--- src/rtl/tile_writer_mc.sv ---
// tile_writer_mc: streams LANES-wide channel-group beats of an output tile into an HWC feature map
// Optional image-edge clipping is enabled by defining TILE_WRITER_MC_EDGE_CLIP_EN.
module tile_writer_mc #(
    parameter int DATA_W = 8,
    parameter int LANES  = 4,
    parameter int ADDR_W = 32,
    parameter int DIM_W  = 16
) (
    input  logic                     clk,
    input  logic                     rst,
    input  logic                     start,
    input  logic [DIM_W-1:0]         cfg_img_h,
    input  logic [DIM_W-1:0]         cfg_img_w,
    input  logic [DIM_W-1:0]         cfg_channels,
    input  logic [ADDR_W-1:0]        cfg_base_addr,
    input  logic [DIM_W-1:0]         cfg_tile_out_row,
    input  logic [DIM_W-1:0]         cfg_tile_out_col,
    input  logic [DIM_W-1:0]         cfg_tile_out_h,
    input  logic [DIM_W-1:0]         cfg_tile_out_w,
    input  logic                     in_valid,
    output logic                     in_ready,
    input  logic [LANES*DATA_W-1:0]  in_data,
    output logic                     wr_valid,
    input  logic                     wr_ready,
    output logic [ADDR_W-1:0]        wr_addr,
    output logic [LANES*DATA_W-1:0]  wr_data,
    output logic [LANES-1:0]         wr_strb,
    output logic                     busy,
    output logic                     done
);
    localparam int LG = $clog2(LANES);
    localparam int CW = DIM_W + LG + 1;

    typedef enum logic [1:0] {IDLE, RUN, FLUSH} state_t;

    state_t                    state_q, state_d;
    logic [DIM_W-1:0]          img_h_q, img_h_d, img_w_q, img_w_d, ch_q, ch_d;
    logic [DIM_W-1:0]          row_q, row_d, col_q, col_d, h_q, h_d, w_q, w_d, ngrp_q, ngrp_d;
    logic [DIM_W-1:0]          g_q, g_d, c_q, c_d, r_q, r_d;
    logic [ADDR_W-1:0]         base_q, base_d, addr_q, addr_d;
    logic [LANES*DATA_W-1:0]   data_q, data_d;
    logic [LANES-1:0]          strb_q, strb_d;
    logic                      wv_q, wv_d, done_q, done_d;
    logic                      accept, clip, last_g, last_c, last_r;
    logic [ADDR_W-1:0]         row_a, col_a, addr_calc;
    logic [LANES-1:0]          strb_calc;
    logic [DIM_W:0]            grp_sum;

    assign in_ready = (state_q == RUN) && (!wv_q || wr_ready);
    assign accept   = in_valid && in_ready;
    assign busy     = state_q != IDLE;
    assign done     = done_q;
    assign wr_valid = wv_q;
    assign wr_addr  = addr_q;
    assign wr_data  = data_q;
    assign wr_strb  = strb_q;
    assign last_g   = g_q == ngrp_q - DIM_W'(1);
    assign last_c   = c_q == w_q - DIM_W'(1);
    assign last_r   = r_q == h_q - DIM_W'(1);
    assign grp_sum  = {1'b0, cfg_channels} + (DIM_W+1)'(LANES - 1);

`ifdef TILE_WRITER_MC_EDGE_CLIP_EN
    assign clip = ({1'b0, row_q} + {1'b0, r_q} >= {1'b0, img_h_q}) ||
                  ({1'b0, col_q} + {1'b0, c_q} >= {1'b0, img_w_q});
`else
    logic unused_img_h;
    assign clip         = 1'b0;
    assign unused_img_h = ^img_h_q;
`endif

    // Element address and lane strobes of the beat at the current (r, c, g) position
    always_comb begin
        row_a     = ADDR_W'(row_q) + ADDR_W'(r_q);
        col_a     = ADDR_W'(col_q) + ADDR_W'(c_q);
        addr_calc = base_q + (row_a * ADDR_W'(img_w_q) + col_a) * ADDR_W'(ch_q) + (ADDR_W'(g_q) << LG);
        for (int k = 0; k < LANES; k++)
            strb_calc[k] = ((CW'(g_q) << LG) + CW'(k)) < CW'(ch_q);
    end

    // Next-state: config capture, beat counters, output register and done pulse
    always_comb begin
        state_d = state_q;
        img_h_d = img_h_q;
        img_w_d = img_w_q;
        ch_d    = ch_q;
        row_d   = row_q;
        col_d   = col_q;
        h_d     = h_q;
        w_d     = w_q;
        ngrp_d  = ngrp_q;
        base_d  = base_q;
        g_d     = g_q;
        c_d     = c_q;
        r_d     = r_q;
        wv_d    = wv_q && !wr_ready;
        addr_d  = addr_q;
        data_d  = data_q;
        strb_d  = strb_q;
        done_d  = 1'b0;
        if (state_q == IDLE && start) begin
            img_h_d = cfg_img_h;
            img_w_d = cfg_img_w;
            ch_d    = cfg_channels;
            row_d   = cfg_tile_out_row;
            col_d   = cfg_tile_out_col;
            h_d     = cfg_tile_out_h;
            w_d     = cfg_tile_out_w;
            base_d  = cfg_base_addr;
            ngrp_d  = DIM_W'(grp_sum >> LG);
            g_d     = '0;
            c_d     = '0;
            r_d     = '0;
            state_d = (cfg_tile_out_h == '0 || cfg_tile_out_w == '0 || cfg_channels == '0) ? FLUSH : RUN;
        end
        if (accept) begin
            wv_d   = !clip;
            addr_d = clip ? addr_q : addr_calc;
            data_d = clip ? data_q : in_data;
            strb_d = clip ? strb_q : strb_calc;
            g_d    = last_g ? '0 : g_q + DIM_W'(1);
            c_d    = last_g ? (last_c ? '0 : c_q + DIM_W'(1)) : c_q;
            r_d    = (last_g && last_c) ? (last_r ? '0 : r_q + DIM_W'(1)) : r_q;
            if (last_g && last_c && last_r)
                state_d = FLUSH;
        end
        if (state_q == FLUSH && (!wv_q || wr_ready)) begin
            state_d = IDLE;
            done_d  = 1'b1;
        end
    end

    // Register all state; reset abandons any tile and drops a pending write
    always_ff @(posedge clk) begin
        if (rst) begin
            state_q <= IDLE;
            img_h_q <= '0;
            img_w_q <= '0;
            ch_q    <= '0;
            row_q   <= '0;
            col_q   <= '0;
            h_q     <= '0;
            w_q     <= '0;
            ngrp_q  <= '0;
            base_q  <= '0;
            g_q     <= '0;
            c_q     <= '0;
            r_q     <= '0;
            wv_q    <= 1'b0;
            addr_q  <= '0;
            data_q  <= '0;
            strb_q  <= '0;
            done_q  <= 1'b0;
        end else begin
            state_q <= state_d;
            img_h_q <= img_h_d;
            img_w_q <= img_w_d;
            ch_q    <= ch_d;
            row_q   <= row_d;
            col_q   <= col_d;
            h_q     <= h_d;
            w_q     <= w_d;
            ngrp_q  <= ngrp_d;
            base_q  <= base_d;
            g_q     <= g_d;
            c_q     <= c_d;
            r_q     <= r_d;
            wv_q    <= wv_d;
            addr_q  <= addr_d;
            data_q  <= data_d;
            strb_q  <= strb_d;
            done_q  <= done_d;
        end
    end
endmodule
--- config.mk ---
export PLATFORM = sky130hd
export DESIGN_NAME = tile_writer_mc
export DESIGN_NICKNAME = d
export VERILOG_FILES = /design/src/rtl/tile_writer_mc.sv
export SDC_FILE = /design/constraint.sdc
export NUM_CORES = 2
export LEC_CHECK = 0
export ABC_AREA = 1
export CAP_MARGIN = 20
export CORE_AREA = 2 2 350 179
export CTS_CLUSTER_DIAMETER = 100
export DETAILED_ROUTE_END_ITERATION = 10
export DIE_AREA = 0 0 352 181
export HOLD_SLACK_MARGIN = 0.02
export PLACE_DENSITY = 0.8
export SKIP_CTS_REPAIR_TIMING = 1
export SLEW_MARGIN = 15
export SYNTH_ARGS = -nofsm -noshare
export SYNTH_HDL_FRONTEND = slang
export SYNTH_SLANG_ARGS = --single-unit
--- constraint.sdc ---
create_clock -name clk -period 23.4 [get_ports clk]
set_clock_uncertainty 0.2 [all_clocks]
set_input_delay 5.85 -clock clk [delete_from_list [all_inputs] [get_ports clk]]
set_output_delay 5.85 -clock clk [all_outputs]
set_load 0.1 [all_outputs]
Word-level counts from Yosys, hierarchy flattened
Cells that the tools add are included.
Cells by class
  $add $sub $neg: 15
  $mul: 2
  order comparisons: 4
  equal/unequal tests: 7
  multiplexer cells: 15
  reductions and logical operators: 21
Operators by type and width (count)
  $mux W16: 9
  $lt A19 B16 Y1: 3
  $add A16 B1 Y16 const B: 3
  $eq A16 B16 Y1: 3
  $logic_not A16 Y1: 3
  $add A18 B2 Y19 const B: 2
  $add A16 B16 Y17: 2
  $add A32 B17 Y32: 1
  $add A32 B18 Y32: 1
  $add A32 B32 Y32: 1
  $mul A17 B16 Y32: 1
  $mul A32 B16 Y32: 1
  $sub A16 B1 Y16 const B: 2
  $add A18 B1 Y19 const B: 1
  $lt A18 B16 Y1: 1
  $add A16 B2 Y17 const B: 1
  $sub A15 B1 Y16 const B: 1
  $mux W2: 4
  $logic_and A1 B1 Y1: 7
  $ne A2 B1 Y1 const B: 2
  $reduce_and A2 Y1: 2
  $reduce_bool A2 Y1: 2
  $logic_or A1 B1 Y1: 3
  $eq A2 B1 Y1 const B: 1
  5 further kinds: 7
Storage, ports and cells
  register bits after elaboration: 263
  input port bits: 181
  output and inout bits: 72
  logic and storage cells: 81

Depth between registers and ports, before layout
  depth in word-level cells: 7
  depth in mapped cells: 69
  gate-level depth less buffers: 68

Worst setup path after synthesis
Ideal clock, no wire load.
  path type: input to output
  start: input wr_ready
  end: output in_ready
  arrival: 8.014 ns
  data required time: 17.350 ns
  setup slack: 9.336 ns
  stages on the path: 2
  path buffers: 0
  cell sequence: nor2_1 nor3_1
On the way
  longest elaborated chain between the ends: 2
Ends and longest elaborated chain
  start: declaration: RTL line 24  | input logic wr_ready,
  $logic_or A1 B1 Y1: RTL line 49  | assign in_ready = (state_q == RUN) && (!wv_q || wr_ready);
  $logic_and A1 B1 Y1: RTL line 49
  end: declaration: RTL line 21  | output logic in_ready,
No other way between the ends.

Worst setup path in the final report
  start: register r_q[0]
  end: register addr_q[30] (netlist: wr_addr[30])
On the way
  longest elaborated chain between the ends: 6
Ends and longest elaborated chain
  start: declaration: RTL line 39  | logic [DIM_W-1:0] g_q, g_d, c_q, c_d, r_q, r_d;
  start signal: assignment: RTL line 166  | r_q <= r_d;
  $add A16 B16 Y17: RTL line 73  | row_a = ADDR_W'(row_q) + ADDR_W'(r_q);
  $mul A17 B16 Y32: RTL line 75  | addr_calc = base_q + (row_a * ADDR_W'(img_w_q) + col_a) * ADDR_W'(ch_q) + (ADDR_W'(g_q) << LG);
  $add A32 B17 Y32: RTL line 75
  $mul A32 B16 Y32: RTL line 75
  $add A32 B32 Y32: RTL line 75
  $add A32 B18 Y32: RTL line 75
  end signal: assignment: RTL line 168  | addr_q <= addr_d;
  end: declaration: RTL line 40  | logic [ADDR_W-1:0] base_q, base_d, addr_q, addr_d;
No other way between the ends.
A chain may end at the register's enable or synchronous reset.

==> results_dict.tcl <==
set metrics [dict create \
    outcome "complete, no violations" \
    min_period_over_period 0.6726 \
    wl_met1_um 48990 \
    yosys-top-cells-area "sky130_fd_sc_hd__fa_1, sky130_fd_sc_hd__dfxtp_1, sky130_fd_sc_hd__inv_1" \
    synth_top_cells_by_count "sky130_fd_sc_hd__inv_1, sky130_fd_sc_hd__nand2_1, sky130_fd_sc_hd__fa_1" \
    grt_first_pass_wirelength_um 178300 \
    vias_post_dr 31800 \
    synth.most_common_cell "sky130_fd_sc_hd__inv_1" \
    critPathCaptureType "register" \
    totalNegativeSetupSlack_ns 0 \
    number_of_antenna_violations_at_the_first_check_in_global_routing 5 \
    worst_skew_pair.late_latency_ns 0.61 \
    design.portCount 253 \
    globalRouteTotalUtil 0.3573 \
    timing_worst_slew_pin_value_ns 1.134 \
    vias_in_the_first_global_route 31720 \
    syn_area_um2 35920 \
    die_width_um 352 \
    synth_largest_area_cell "sky130_fd_sc_hd__fa_1" \
    ctsLongestPathBuffers 3 \
    post-route-drc-count 0 \
    routed.top_layer "met4" \
    yosys_warnings 0 \
    tritoncts.num_buffers 26 \
    critPathRequiredTime_ns 23.74 \
    finalCoreUtilization 0.6584 \
    effective_utilization_at_floorplan 0.5942 \
    timing.max_cap.violations 0 \
    area_growth_pct 10.82 \
    synth_cell_type_count 58 \
    sum_of_met3_wire_segment_lengths_after_detailed_routing_um 17830 \
    slowest_delay_ns 0.82 \
    first_pass_iteration_count_of_the_detailed_router 8 \
    crit_type "reg2reg" \
    fin_hold_ws_ns 0.2631 \
    place.port_buffers 236 \
    share_of_synthesized_flip_flops_with_an_asynchronous_set_or_reset 0 \
    design.core.area_um2 60460 \
    slew_headroom 0.2402 \
    post-route-worst-setup-slack_ns 7.662 \
    die_area_um2 63710 \
    drt-total-wl_um 111100 \
    clock_tree_from_tritoncts "done" \
    synth.top_cell.area_share 0.3282 \
    setup.worst_path.start_class "register" \
    gp_routability_congestion 1.028 \
    cts_sinks 263 \
    nNetsFinal 5867 \
    grt_max_degree 114 \
    overflow 0 \
    synthesis.instances 4748 \
    timing.final.setup_violations 0 \
    ant_nets 0 \
    dp_hpwl_um 90950 \
    timing.final.crit_period_ns 15.74 \
    worst_setup_slack_after_placement_ns 8.448 \
    synth_area_per_cell_um2 7.566 \
    critical_path.most_common_cell "sky130_fd_sc_hd__fa_1" \
    met2_wirelength_um 42370 \
    rsz0062_at_grt "false" \
    hp-class "reg2reg" \
    routed_via_density 5.557 \
    max_clock_freq_mhz 63.54 \
    crit_slowest_cell "sky130_fd_sc_hd__clkinv_1" \
    syn_nets 5739 \
    maxSlewViolCount 0 \
    finalHoldViolations 0 \
    yosysSeqAreaShare 0.1466 \
    ys_seq_elements 263 \
    crit_fanout 10 \
    first_iter_violations 3471 \
    critical_path_arrival_ns 16.08 \
    wire_per_inst_um 19.41 \
    row_count 64 \
    synth_edf_count 0 \
    htree_levels 1 \
    die_height_um 181 \
    root_buffer "sky130_fd_sc_hd__clkbuf_16" \
    synth_top_flop_cell "sky130_fd_sc_hd__dfxtp_1" \
    worst_setup_hold_path_clk_slew_ns 0.06 \
    drive_above_1_share 0.02759 \
]
==> registers in the layout (all words and copies together) (netlist names) <==
| register | count |
|---|---|
| base_q | 32 |
| wr_addr | 32 |
| wr_data | 32 |
| c_q | 16 |
| ch_q | 16 |
| col_q | 16 |
| g_q | 16 |
| h_q | 16 |
| img_w_q | 16 |
| r_q | 16 |
| row_q | 16 |
| w_q | 16 |
| ngrp_q | 15 |
| wr_strb | 4 |
| state_q | 2 |
| done | 1 |
| wr_valid | 1 |
==> critical path: cells and delay by family (launching register included) <==
kind / cells / cell delay (ns)
fa+ha+maj: 16 / 7.13
compound gates: 11 / 3.15
buf+inv: 11 / 2.01
simple gates: 11 / 1.59
xor+xnor: 2 / 1.16
flops: 1 / 0.43
==> cell type report <==
type                    instances  area (µm²)
multi-input cells            3210       25880
fillers                      5218       20650
flip-flops and latches        263        5265
inverters                    1107        4164
repair buffers                268        2600
well taps                     825        1032
clock buffers                  35       714.4
clock inverters                10       145.1
diodes                          4       10.01
==> final timing paths <==
check                                start          end  slack (ns)  depth (start not counted)
worst min register to register  wr_addr[1]   wr_addr[1]        0.26                          2
worst max register to register      r_q[0]  wr_addr[30]        7.66                         51
worst max-delay path                r_q[0]  wr_addr[30]        7.66                         51
worst min-delay path            wr_addr[1]   wr_addr[1]        0.26                          2
==> stage by stage <==
step	cells	instance area (µm²)
2_1_floorplan	4748	35920
6_report	5722	39810
4_1_cts	5717	39780
3_3_place_gp	5672	38920
3_5_place_dp	5672	38920
5_1_grt	5722	39810
==> per-layer routing <==
layer,track usage,up-vias
met2,0.4869,2004
met5,0,-
met1,0.5381,15180
li1,-,14480
met3,0.1384,132
met4,0.06043,0
==> logic make-up after synthesis <==
logic type	Yosys count	share of synthesized area
XOR/XNOR	138	0.03386
flip-flops	263	0.1466
AO/OA/AOI/OAI	558	0.08447
AND/OR/NAND/NOR	1704	0.1961
buffers and inverters	1275	0.1338
adder cells (fa/ha/maj)	810	0.4052
==> cells in the final DEF (no fill, tap or decap), types with 121 or more instances in the layout <==
cell	count
sky130_fd_sc_hd__inv_1	1087
sky130_fd_sc_hd__o21ai_0	205
sky130_fd_sc_hd__dfxtp_1	263
sky130_fd_sc_hd__nor2_1	548
sky130_fd_sc_hd__fa_1	589
sky130_fd_sc_hd__ha_1	221
sky130_fd_sc_hd__a21oi_1	259
sky130_fd_sc_hd__nand3_1	121
sky130_fd_sc_hd__nand2_1	877
sky130_fd_sc_hd__clkdlybuf4s50_1	235
Power is not shown: default switching activity piles up to over one toggle a cycle in this logic, so the estimate is an artifact.
